## src/rtl/ofdm_cp_remover.sv

```systemverilog
`default_nettype none
// ============================================================================
// Module      : ofdm_cp_remover
// Description : Aligns to each detected frame (sof) and removes the cyclic
//               prefix from every OFDM symbol. It forwards exactly fft_len
//               samples per symbol and flags the last one with o_tlast.
//               Output goes through a registered stage with a one-entry skid
//               buffer.
// Revision    : 1.0 - initial release
// ============================================================================
module ofdm_cp_remover #(
  parameter int SR_CP_LEN       = 132,
  parameter int SR_FFT_LEN      = 133,
  parameter int SR_NUM_SYMBOLS  = 134,
  parameter int DEFAULT_CP_LEN  = 16,
  parameter int DEFAULT_FFT_LEN = 64
) (
  input  logic        clk,
  input  logic        reset,
  input  logic        clear,
  input  logic        set_stb,
  input  logic [7:0]  set_addr,
  input  logic [31:0] set_data,
  input  logic [31:0] i_tdata,
  input  logic        i_tlast,
  input  logic        i_tvalid,
  output logic        i_tready,
  input  logic        sof,
  output logic [31:0] o_tdata,
  output logic        o_tlast,
  output logic        o_tvalid,
  input  logic        o_tready,
  output logic [15:0] o_sym_idx,
  output logic [15:0] dropped_sof
);

  localparam logic [7:0]  ADDR_CP   = 8'(SR_CP_LEN);
  localparam logic [7:0]  ADDR_FFT  = 8'(SR_FFT_LEN);
  localparam logic [7:0]  ADDR_NSYM = 8'(SR_NUM_SYMBOLS);
  localparam logic [15:0] CP_RST    = 16'(DEFAULT_CP_LEN);
  localparam logic [15:0] FFT_RST   = 16'(DEFAULT_FFT_LEN);

  typedef enum logic [1:0] {
    ST_IDLE = 2'd0,
    ST_CP   = 2'd1,
    ST_SYM  = 2'd2
  } state_t;

  // Framing comes from the counters, so the upstream tlast and the upper
  // settings bits are not used.
  logic unused_ok;
  assign unused_ok = &{1'b0, i_tlast, set_data[31:16]};

  // Live settings registers
  logic [15:0] cp_len, fft_len, num_sym;
  // Per-frame shadow copies
  logic [15:0] sh_cp, sh_fft, sh_num;
  logic [15:0] sh_cp_nxt, sh_fft_nxt, sh_num_nxt;

  state_t      state, state_nxt;
  logic [15:0] cp_cnt, cp_cnt_nxt;
  logic [15:0] smp_cnt, smp_cnt_nxt;
  logic [15:0] sym_cnt, sym_cnt_nxt;

  // Skid buffer entry
  logic [31:0] skid_data;
  logic        skid_last;
  logic [15:0] skid_idx;
  logic        skid_valid;

  // Per-beat decode results
  logic        beat;
  logic        honour;
  logic        do_cp, do_sym;
  logic [15:0] eff_cp, eff_fft, eff_num, eff_sym, cur_cnt;
  logic [15:0] fft_live_fix;
  logic        push, push_last, drop;
  logic [15:0] push_idx;
  logic        out_free;

  assign i_tready     = !skid_valid;
  assign beat         = i_tvalid && i_tready;
  assign fft_live_fix = (fft_len == 16'd0) ? 16'd1 : fft_len;
  assign out_free     = !o_tvalid || o_tready;

  // Settings bus register writes
  always_ff @(posedge clk or posedge reset) begin
    if (reset) begin
      cp_len  <= CP_RST;
      fft_len <= FFT_RST;
      num_sym <= 16'd0;
    end else if (set_stb) begin
      if (set_addr == ADDR_CP)   cp_len  <= set_data[15:0];
      if (set_addr == ADDR_FFT)  fft_len <= set_data[15:0];
      if (set_addr == ADDR_NSYM) num_sym <= set_data[15:0];
    end
  end

  // FSM state, counters and shadow registers
  always_ff @(posedge clk or posedge reset) begin
    if (reset) begin
      state   <= ST_IDLE;
      cp_cnt  <= 16'd0;
      smp_cnt <= 16'd0;
      sym_cnt <= 16'd0;
      sh_cp   <= 16'd0;
      sh_fft  <= 16'd1;
      sh_num  <= 16'd0;
    end else begin
      state   <= state_nxt;
      cp_cnt  <= cp_cnt_nxt;
      smp_cnt <= smp_cnt_nxt;
      sym_cnt <= sym_cnt_nxt;
      sh_cp   <= sh_cp_nxt;
      sh_fft  <= sh_fft_nxt;
      sh_num  <= sh_num_nxt;
    end
  end

  // Next-state logic: decides whether a beat is discarded as CP, forwarded
  // as a symbol sample, or (re)starts a frame with freshly latched settings.
  always_comb begin
    state_nxt   = state;
    cp_cnt_nxt  = cp_cnt;
    smp_cnt_nxt = smp_cnt;
    sym_cnt_nxt = sym_cnt;
    sh_cp_nxt   = sh_cp;
    sh_fft_nxt  = sh_fft;
    sh_num_nxt  = sh_num;
    push        = 1'b0;
    push_last   = 1'b0;
    push_idx    = sym_cnt;
    drop        = 1'b0;
    honour      = 1'b0;
    do_cp       = 1'b0;
    do_sym      = 1'b0;
    eff_cp      = sh_cp;
    eff_fft     = sh_fft;
    eff_num     = sh_num;
    eff_sym     = sym_cnt;
    cur_cnt     = 16'd0;

    if (clear) begin
      state_nxt   = ST_IDLE;
      cp_cnt_nxt  = 16'd0;
      smp_cnt_nxt = 16'd0;
      sym_cnt_nxt = 16'd0;
    end else if (beat) begin
      // A frame may start in IDLE or on the first beat of a CP period
      honour = sof && ((state == ST_IDLE) ||
                       ((state == ST_CP) && (cp_cnt == 16'd0)));
      drop   = sof && !honour;

      if (honour) begin
        eff_cp     = cp_len;
        eff_fft    = fft_live_fix;
        eff_num    = num_sym;
        eff_sym    = 16'd0;
        sh_cp_nxt  = cp_len;
        sh_fft_nxt = fft_live_fix;
        sh_num_nxt = num_sym;
        sym_cnt_nxt = 16'd0;
        if (cp_len != 16'd0) do_cp = 1'b1;
        else                 do_sym = 1'b1;
        cur_cnt = 16'd0;
      end else begin
        case (state)
          ST_CP: begin
            do_cp   = 1'b1;
            cur_cnt = cp_cnt;
          end
          ST_SYM: begin
            do_sym  = 1'b1;
            cur_cnt = smp_cnt;
          end
          default: ;
        endcase
      end

      if (do_cp) begin
        if (cur_cnt == eff_cp - 16'd1) begin
          state_nxt   = ST_SYM;
          smp_cnt_nxt = 16'd0;
        end else begin
          state_nxt  = ST_CP;
          cp_cnt_nxt = cur_cnt + 16'd1;
        end
      end

      if (do_sym) begin
        push      = 1'b1;
        push_idx  = eff_sym;
        push_last = (cur_cnt == eff_fft - 16'd1);
        if (push_last) begin
          sym_cnt_nxt = eff_sym + 16'd1;
          smp_cnt_nxt = 16'd0;
          if ((eff_num != 16'd0) && (eff_sym + 16'd1 == eff_num)) begin
            state_nxt = ST_IDLE;
          end else if (eff_cp == 16'd0) begin
            state_nxt = ST_SYM;
          end else begin
            state_nxt  = ST_CP;
            cp_cnt_nxt = 16'd0;
          end
        end else begin
          state_nxt   = ST_SYM;
          smp_cnt_nxt = cur_cnt + 16'd1;
        end
      end
    end
  end

  // Output register plus skid entry; the skid only fills when the output
  // register is held by back-pressure, so nothing is lost or duplicated.
  always_ff @(posedge clk or posedge reset) begin
    if (reset) begin
      o_tdata    <= 32'd0;
      o_tlast    <= 1'b0;
      o_tvalid   <= 1'b0;
      o_sym_idx  <= 16'd0;
      skid_data  <= 32'd0;
      skid_last  <= 1'b0;
      skid_idx   <= 16'd0;
      skid_valid <= 1'b0;
    end else if (skid_valid) begin
      if (o_tready) begin
        o_tdata    <= skid_data;
        o_tlast    <= skid_last;
        o_sym_idx  <= skid_idx;
        o_tvalid   <= 1'b1;
        skid_valid <= 1'b0;
      end
    end else if (push) begin
      if (out_free) begin
        o_tdata   <= i_tdata;
        o_tlast   <= push_last;
        o_sym_idx <= push_idx;
        o_tvalid  <= 1'b1;
      end else begin
        skid_data  <= i_tdata;
        skid_last  <= push_last;
        skid_idx   <= push_idx;
        skid_valid <= 1'b1;
      end
    end else if (out_free) begin
      // Symbol index moves on once the tlast beat has left the output
      if (o_tvalid && o_tlast) o_sym_idx <= o_sym_idx + 16'd1;
      o_tvalid <= 1'b0;
      o_tlast  <= 1'b0;
    end
  end

  // Saturating count of ignored sof pulses
  always_ff @(posedge clk or posedge reset) begin
    if (reset) begin
      dropped_sof <= 16'd0;
    end else if (drop && (dropped_sof != 16'hFFFF)) begin
      dropped_sof <= dropped_sof + 16'd1;
    end
  end

endmodule
`default_nettype wire

```

## config.mk

```make
export PLATFORM = sky130hd
export DESIGN_NAME = ofdm_cp_remover
export DESIGN_NICKNAME = d
export VERILOG_FILES = /design/src/rtl/ofdm_cp_remover.sv
export SDC_FILE = /design/constraint.sdc
export NUM_CORES = 1
export LEC_CHECK = 0
export CORE_ASPECT_RATIO = 0.9
export CORE_MARGIN = 3
export CORE_UTILIZATION = 55
export CTS_CLUSTER_SIZE = 20
export DETAILED_ROUTE_END_ITERATION = 8
export GPL_TIMING_DRIVEN = 1
export PLACE_DENSITY = 0.82
export SYNTH_ARGS = -nofsm -noshare
export SYNTH_HDL_FRONTEND = slang
export SYNTH_SLANG_ARGS = --single-unit
```

## constraint.sdc

```tcl
create_clock -name clk -period 9.95 [get_ports clk]
set_input_delay 0.995 -clock clk [delete_from_list [all_inputs] [get_ports clk]]
set_output_delay 0.995 -clock clk [all_outputs]
set_load 0.02 [all_outputs]
```

; Yosys cells after proc, flatten, opt, wreduce, memory -nomap -nowiden
; Cells that the tools add are included.
[word_totals]
regBits = 262
in_bits = 80
out_inout_bits = 67
wordCells = 159
[op_classes]
addsub = 6
n_eq_ne = 10
n_mux = 87
bitwise = 3
reduce_logical = 34
[op_table]
columns = op, n
row1 = two-way mux 16 bit, 43
row2 = two-way mux 32 bit, 4
row3 = "adder 16 x 1 -> 16 bit, second input constant", 4
row4 = equality test 16 bit, 3
row5 = logical NOT 16 bit, 3
row6 = one-hot mux 16 bit (2 select lines), 1
row7 = nonzero test 16 bit, 2
row8 = "subtractor 16 x 1 -> 16 bit, second input constant", 2
row9 = two-way mux 1 bit, 31
row10 = "equality test 8 bit, second input constant", 3
row11 = two-way mux 2 bit, 8
row12 = "!= test 16 bit, second input constant", 1
row13 = AND reduction 2 bit, 6
row14 = AND reduction 3 bit, 4
row15 = nonzero test 3 bit, 3
row16 = logical AND 1 bit, 7
row17 = nonzero test 2 bit, 3
row18 = logical NOT 1 bit, 3
row19 = inverter 1 bit, 3
row20 = "equality test 2 x 1 -> 1 bit, second input constant", 1
row21 = "equality test 2 bit, second input constant", 1
row22 = logical NOT 2 bit, 1
row23 = logical OR 1 bit, 2
row24 = "!= test 2 bit, second input constant", 1

; Longest topological paths before layout
; Gate-level depths: netlist of the first run.
[depth]
ltp_word = 17
depth_mapped = 22
depth_no_buf = 17

; Worst setup path before layout of the first run
; OpenSTA, ideal clock, no wires.
[synth_path]
path_type = input-to-reg
from = input port sof
to = register cp_cnt[4]
setup_time_ns = 0.066
t_arrival_ns = 4.763
required_time_ns = 9.884
slack_ns = 5.122
cell_stages = 19
path_buffers = 5
path_cell_list = nand3_1 -> o21a_1 -> clkbuf_1 -> clkbuf_1 -> clkbuf_1 -> and2_1 -> ha_1 -> buf_2 -> nand3_2 -> nor4_4 -> xnor2_1 -> a2111oi_0 -> nand4_1 -> a221oi_1 -> nand3_1 -> and3_4 -> o31ai_4 -> buf_6 -> a22o_1
[synth_via]
elab_chain_cells = 14
elab_cells_between_ends = 40
cone_classes = add/sub (4) / eq/ne (3) / mux (29) / reduce/logical (4)
[synth_rtl]
columns = item, line
row1 = "start, declared", 28  ; input logic sof,
row2 = logical AND 1 bit (*), 150  ; honour = sof && ((state == ST_IDLE) ||
row3 = two-way mux 16 bit, -
row4 = two-way mux 16 bit, 148  ; end else if (beat) begin
row5 = two-way mux 16 bit, 143  ; if (clear) begin
row6 = subtractor 16 x 1 -> 16 bit, 181  ; if (cur_cnt == eff_cp - 16'd1) begin
row7 = equality test 16 bit, 181
row8 = two-way mux 16 bit, 181
row9 = two-way mux 16 bit, 180  ; if (do_cp) begin
row10 = two-way mux 16 bit, 199  ; end else if (eff_cp == 16'd0) begin
row11 = two-way mux 16 bit, 197  ; if ((eff_num != 16'd0) && (eff_sym + 16'd1 == eff_num)) begin
row12 = two-way mux 16 bit, 194  ; if (push_last) begin
row13 = two-way mux 16 bit (*), 190  ; if (do_sym) begin
row14 = two-way mux 16 bit (*), 148
row15 = two-way mux 16 bit (*), 143
row16 = "end signal, assigned", 111  ; cp_cnt <= cp_cnt_nxt;
row17 = "end, declared", 61  ; logic [15:0] cp_cnt, cp_cnt_nxt;
; Every way passes the cells marked *; elsewhere a longest branch is shown, timed or not. The select of a mux whose other input is x is not followed.
; A chain may end at the register's enable or synchronous reset.

; Worst setup path in the final report of the first run
[layout_path]
from = register state[1]
to = register sym_cnt[8]
[layout_via]
elab_chain_cells = 13
elab_cells_between_ends = 27
cone_classes = add/sub (2) / eq/ne (3) / mux (18) / reduce/logical (4)
[layout_rtl]
columns = item, line
row1 = "start, declared", 60  ; state_t state, state_nxt;
row2 = "start signal, assigned", 110  ; state <= state_nxt;
row3 = equality test 2 x 1 -> 1 bit, "151, 167"
row4 = logical AND 1 bit, 151  ; ((state == ST_CP) && (cp_cnt == 16'd0)));
row5 = logical OR 1 bit, 150
row6 = logical AND 1 bit, 150
row7 = two-way mux 16 bit, -
row8 = two-way mux 16 bit, 148
row9 = two-way mux 16 bit, 143
row10 = subtractor 16 x 1 -> 16 bit, 193  ; push_last = (cur_cnt == eff_fft - 16'd1);
row11 = equality test 16 bit, 193
row12 = two-way mux 16 bit, 194
row13 = two-way mux 16 bit (*), 190
row14 = two-way mux 16 bit (*), 148
row15 = two-way mux 16 bit (*), 143
row16 = "end signal, assigned", 113  ; sym_cnt <= sym_cnt_nxt;
row17 = "end, declared", 63  ; logic [15:0] sym_cnt, sym_cnt_nxt;
; Marks and branches as above.

==> key figures, run 1 <==
Run status
  • Outcome: finished clean

Floorplanning
  • Die area: 0.02730 sq mm
  • Initial core utilization: 0.5670
  • Core ar.: 0.02459 sq mm
  • Number of core rows: between 50 and 60
  • Die height: 157.1 microns
  • IO Count: between 100 and 150
  • Die W: 173.8 microns

Synthesis
  • Post-synth ARST share: 1.000
  • Syn_area_per_cell: 9.751 sq um
  • Yosys Warn Count: 0
  • Largest area contributor in the netlist: dfrtp_1
  • Synthesized flop and latch total: 262
  • Syn Nets: 1519
  • Synth Flop Type: dfrtp_1
  • Post-synth cell types: 72
  • Sequential area share after synthesis: 0.4705
  • Synth top area share: 0.4648
  • EDFF count, synth: 0
  • Ranking of synthesized cells by area: dfrtp_1 (46%), mux2_2 (7.5%), nand2_1 (7.0%)
  • Synth Instances: ~1400
  • Synthesized area: 0.01394 sq mm

Clock network
  • CTS tree: built
  • CTS resizes: 0
  • Post-CTS Setup Inserts: 0
  • Clock-pin slew on the worst setup and hold paths: 60 ps
  • CTS buffer count: 27
  • CTS Hold Buffers Added: 0
  • Max clock buf depth: 3
  • Clock sinks: 262
  • Htree depth: 1
  • Latest clock arrival within the worst-skew pair: approximately 530 ps
  • Root Driver: clkbuf_16

Route
  • Total Wirelength: around 34000 microns
  • Drt drc: 0
  • DR pass1 iterations: 5
  • Remaining antenna violation count: 0
  • Wire per inst: 18.11 microns
  • Drt initial violations: 1168
  • Via density: 6.044
  • Via count: 11340

Cells and area
  • Final Util: 0.6623
  • Share of cells above drive strength 1: 0.1117
  • Post-Layout Cell Count: ~1900
  • Nets: approximately 1600
  • Most common cell after layout, fill and taps aside: nand2_1
  • Most frequent cells in the layout: nand2_1 (259), dfrtp_1 (258), clkdlybuf4s50_1 (129)
  • Area growth from synthesis to layout: 16.83%
  • N_diodes: 0

Timing
  • Setup Skew: 11.37 ps
  • WHS: 474.0 ps
  • Final hold violations: 0
  • Slew HR: 0.1627
  • Setup WS post-layout: 4622 ps
  • FMAX: 0.1877 GHz
  • Slew @ Worst Pin: 1255 ps
  • Slew Viols, Final: 0
  • Final Setup Violations: 0
  • Tmin final: 5328 ps
  • Tcrit/Tclk final: 0.5355
  • Unrepaired setup endpoints after global routing: false
  • Post-Route Setup TNS: 0 ps

Pwr
  • Comb pwr share: 0.261
  • Int Pwr: 0.002135 W
  • Sw Pwr: approximately 0.00095 W
  • Clock share of power: 0.319
  • LEAKAGE: 7.312 nW
  • Max IR drop VDD: around 0.00014 V
  • Switching share of power: 0.3083
  • Pwr dens: 189.4 mW/mm^2
  • Sequential power share: 0.420

Placed design
  • DP HPWL: 23550 microns
  • # port buffers: around 130
  • Place WS: approximately 4200 ps
  • Placed Cells: 1829
  • Placer Congestion: ~0.86

Worst setup path
  • Arrival time worst endpoint: between 5000 and 6000 ps
  • CP startpoint kind: flip-flop
  • CP Class: reg -> reg
  • CP endpoint kind: flip-flop
  • Worst-path maximum fanout: 29
  • Slowest CP cell: and4b_1
  • CP bufs+invs: 3
  • CP delay by family, top: simple AND/OR/NAND/NOR gates
  • CP Cell Sequence: inv_1 > ha_1 > buf_4 > nor4b_1 > nand3_1 > o21a_1 > buf_4 > mux2i_1 > ha_1 > nand2_1 > nor4_4 > xnor2_1 > a41oi_1 > nor2_1 > and4b_1 > nand2_1 > o31ai_1
  • Critical path required time: 10380 ps
  • Largest stage delay on the critical path: 820 ps

Global routing
  • Largest net degree at the start of global routing: between 100 and 150
  • GRT Util Overall: 0.2447
  • Initial antenna violation count: 0
  • Global-route wire length before repair: 55700 microns
  • Vias in the first global route: 10710
  • Overflow after GRT: 0

Flow run
  • Max_cap viols: 0

Worst hold path
  • Hold Path Class: reg -> reg
-- cells by family after synthesis --
group / share of synthesized area
AO/OA/AOI/OAI: 0.1262
XOR/XNOR: 0.07358
flip-flops: 0.4705
AND/OR/NAND/NOR: 0.1912
adder cells (fa/ha/maj): 0.008076
buffers and inverters: 0.02665
multiplexers: 0.1038
-- flip-flops by register name, summed over array words and instances (netlist names) --
name,count
num_sym,16
sym_cnt,16
smp_cnt,16
o_tlast,1
cp_len,16
o_tvalid,1
fft_len,16
sh_cp,16
skid_last,1
sh_fft,16
o_tdata,32
skid_idx,16
o_sym_idx,16
sh_num,16
state,2
skid_valid,1
dropped_sof,16
skid_data,32
cp_cnt,16
-- power groups by stage --
stage | sequential [W] | combinational [W] | clock (W)
after floorplan | 0.00138 | 0.000416 | 0
after global placement | 0.00131 | 0.000776 | 0
after detailed placement | 0.00131 | 0.000798 | 0
after CTS | 0.00129 | 0.000803 | 0.00101
after global routing | 0.00131 | 0.000877 | 0.00105
final | 0.00130 | 0.000804 | 0.000985
-- worst register-to-register path: cells and delay by family, from the launching register on --
family	cells	cell delay (ps)
compound gates	3	710
simple gates	7	2570
mux	1	260
buf+inv	3	610
flops	1	380
xor+xnor	1	180
fa+ha+maj	2	540
-- metal layers --
metal / wire (microns) / track usage / vias up / share of wire
met2: 15490 / 0.3877 / 441 / 0.46
met5: 0 / 0 / - / 0
met3: 2368 / 0.03232 / 60 / 0.070
met4: 724 / 0.05781 / 0 / 0.021
met1: 15400 / 0.3624 / 5538 / 0.45
li1: - / - / 5299 / -
-- stage by stage --
stage          power [W]  instance area [sq um]
2_1_floorplan   0.001797                  13940
3_3_place_gp    0.002082                  15430
3_5_place_dp    0.002110                  15430
4_1_cts         0.003102                  16290
5_1_grt         0.003236                  16290
6_report        0.003086                  16290
-- Yosys cell counts, drive strengths merged, types with 3 or more instances --
cell type and number:
nor2 89, xor2 43, nand2b 7, dfstp 3, o31ai 11, ha 9
or3 14, a41oi 5, buf 28, dfrtp 259, a31oi 7, nor3 30
nand2 260, a22oi 4, nand3b 3, nand4b 4, xnor2 69, a21oi 57
nor4b 5, a21boi 3, a22o 50, nor3b 6, mux2i 40, a211oi 18
nor4 29, nand3 46, mux2 93, o21a 6, nand4 16, nor2b 6
o21ai 83, inv 12, or4 7, and3 26, clkbuf 47
-- final timing paths --
path	end	cells past startpoint	from	slack, ps
setup / recovery	sym_cnt[8]	17	state[1]	4620
hold / removal	skid_data[6]	2	skid_data[6]	470
setup reg to reg	sym_cnt[8]	17	state[1]	4620
hold reg to reg	skid_data[6]	2	skid_data[6]	470
max in group asynchronous	sh_fft[1]	4	reset	6680
min in group asynchronous	o_sym_idx[9]	2	reset	1080
-- cell type report --
type	count	area [sq um]
clock buffer	37	753.2
clock inverter	10	107.6
fill	1893	8304
inverter	12	52.55
multi-input combinational	1081	7036
sequential	262	6561
tap	336	420.4
timing repair buffer	138	1359
Power figures use the tool's default switching activity.
==> run 2: changes to the inputs <==
Clock period 9.95 ns to 5.07 ns, I/O delays scaled along.
==> key figures, run 2 (synthesis results as in run 1) <==
Worst setup path
  • Worst reg2reg path depth: 16
  • Largest stage delay on the critical path: 890 ps
  • CP Cell Sequence: inv_1 > ha_1 > nor4b_1 > nand3_1 > o21a_1 > buf_4 > a21oi_1 > ha_1 > nand2_1 > nor4_1 > xnor2_1 > nor4_1 > a31o_2 > and3_4 > nor2_1 > a22o_1
  • Arrival time worst endpoint: 5090 ps
  • Reg-to-reg startpoint: state[1]
  • Worst-path maximum fanout: 16
  • CP Class: reg -> reg
  • CP endpoint kind: flip-flop
  • Worst reg-to-reg setup slack: 450 ps
  • Critical path origin: state[1]
  • Reg2reg end: smp_cnt[4]
  • Slowest CP cell: nor2_1
  • CP startpoint kind: flip-flop
  • Critical path required time: 5540 ps

Cells and area
  • Post-Layout Cell Count: 1886
  • Largest regs: o_tdata (32), skid_data (32)
  • Area growth from synthesis to layout: 17.35%
  • # fillers: 1909
  • Most frequent cells in the layout: nand2_1 (258), dfrtp_1 (258), clkdlybuf4s50_1 (129)
  • Storage cell area: around 0.0066 sq mm
  • Final Util: 0.6653
  • Nets: 1620
  • Area occupied by multi-input gates: 0.007038 sq mm
  • Final instance area: 0.01636 sq mm
  • Share of cells above drive strength 1: 0.1181
  • N_diodes: 0

Clock network
  • Htree depth: 1
  • Max clock buf depth: 3
  • CTS resizes: 0
  • Post-CTS Setup Inserts: 0
  • Latest clock arrival within the worst-skew pair: 530 ps
  • CTS tree: built
  • CTS Hold Buffers Added: 0
  • Clock sinks: 262
  • Clock-pin slew on the worst setup and hold paths: 60 ps
  • Root Driver: clkbuf_16
  • CTS buffer count: 27

Global routing
  • Vias in the first global route: 10740
  • Global-route wire length before repair: 55880 microns
  • Initial antenna violation count: 0
  • Largest net degree at the start of global routing: 172
  • Overflow after GRT: 0
  • GRT Util Overall: 0.2454

Timing
  • Slew Viols, Final: 0
  • Tcrit/Tclk final: 0.9122
  • FMAX: approximately 0.22 GHz
  • Final hold violations: 0
  • Unrepaired setup endpoints after global routing: false
  • Final Setup Violations: 0
  • Setup Skew: 17.95 ps
  • Setup WS post-layout: ~450 ps
  • Slew @ Worst Pin: between 1000 and 1500 ps
  • Tmin final: 4625 ps
  • Post-Route Setup TNS: 0 ps
  • Slew HR: 0.1862

Placed design
  • Placed Cells: 1838
  • Place WS: between 300 and 400 ps
  • Placer Congestion: 0.8729
  • # port buffers: 129
  • Area after DPL: between 0.015 and 0.02 sq mm
  • DP HPWL: around 24000 microns

Worst hold path
  • Hold Path Class: reg -> reg
  • Hold path cells: 2
  • Min-Delay Endpoint: skid_data[19]
  • Hold path start: skid_data[19]

Flow run
  • Max_cap viols: 0

Floorplanning
  • Die area: approximately 0.027 sq mm
  • Die height: 157.1 microns
  • IO Count: approximately 150
  • Number of core rows: 54
  • Die W: 173.8 microns
  • Initial core utilization: 0.5670
  • Core ar.: about 0.025 sq mm

Pwr
  • LEAKAGE: 7.350 nW
  • Max IR drop VDD: 0.0002773 V
  • Pwr dens: 369.0 mW/mm^2

Route
  • DR pass1 iterations: 5
  • Via density: 5.997
  • Via count: 11310
  • Drt drc: 0
  • Drt initial violations: 1024
  • Remaining antenna violation count: 0
  • Total Wirelength: 34230 microns
  • Wire per inst: 18.15 microns

Run status
  • Outcome: finished clean
run 2: worst max path at each step:
stage,to,slack (ps),cells past startpoint
global placement,cp_cnt[9],440,15
global route,cp_cnt[13],30,17
CTS,smp_cnt[4],310,18
floorplan,cp_cnt[4],470,22
finish,smp_cnt[4],450,16
detailed placement,cp_cnt[14],320,15
run 2: through the flow:
step / total power (W) / hold slack, ps
2_1_floorplan: 0.003527 / 438.5
3_3_place_gp: 0.004094 / 456.6
3_5_place_dp: 0.004145 / 462.2
4_1_cts: 0.006068 / 477.3
5_1_grt: 0.006344 / 491.2
6_report: 0.006037 / 475.6
run 2: critical path, delay by kind of cell (launching register included):
kind	cells	cell delay, ps
and+or+nand+nor	7	2220
AOI/OAI and AO/OA	4	990
adders and majority gates	2	520
DFF	1	380
buffers and inverters	2	300
xor gates and xnor gates	1	160
run 2: layout make-up:
cell class                      instances  area share
Timing Repair Buffer                  147     0.08793
Sequential cell                       262      0.4010
Clock inverter                         10    0.005429
Multi-Input combinational cell       1081      0.4301
Inverter                               12    0.002982
Clock buffer                           38     0.04687
Tap cell                              336     0.02569
run 2: per-layer routing:
metal	wire length, microns	GRT usage	vias to the layer above
met3	2519	0.03546	60
met2	15690	0.3885	415
met4	729	0.06011	0
met5	0	0	-
li1	-	-	5305
met1	15290	0.3607	5531
run 2: where the power goes:
group	leakage [nW]	internal (W)	switching, W
clock	0.422	0.00110	0.000804
combinational	3.37	0.000751	0.000835
sequential	3.56	0.00231	0.000235
total	7.35	0.00416	0.00187
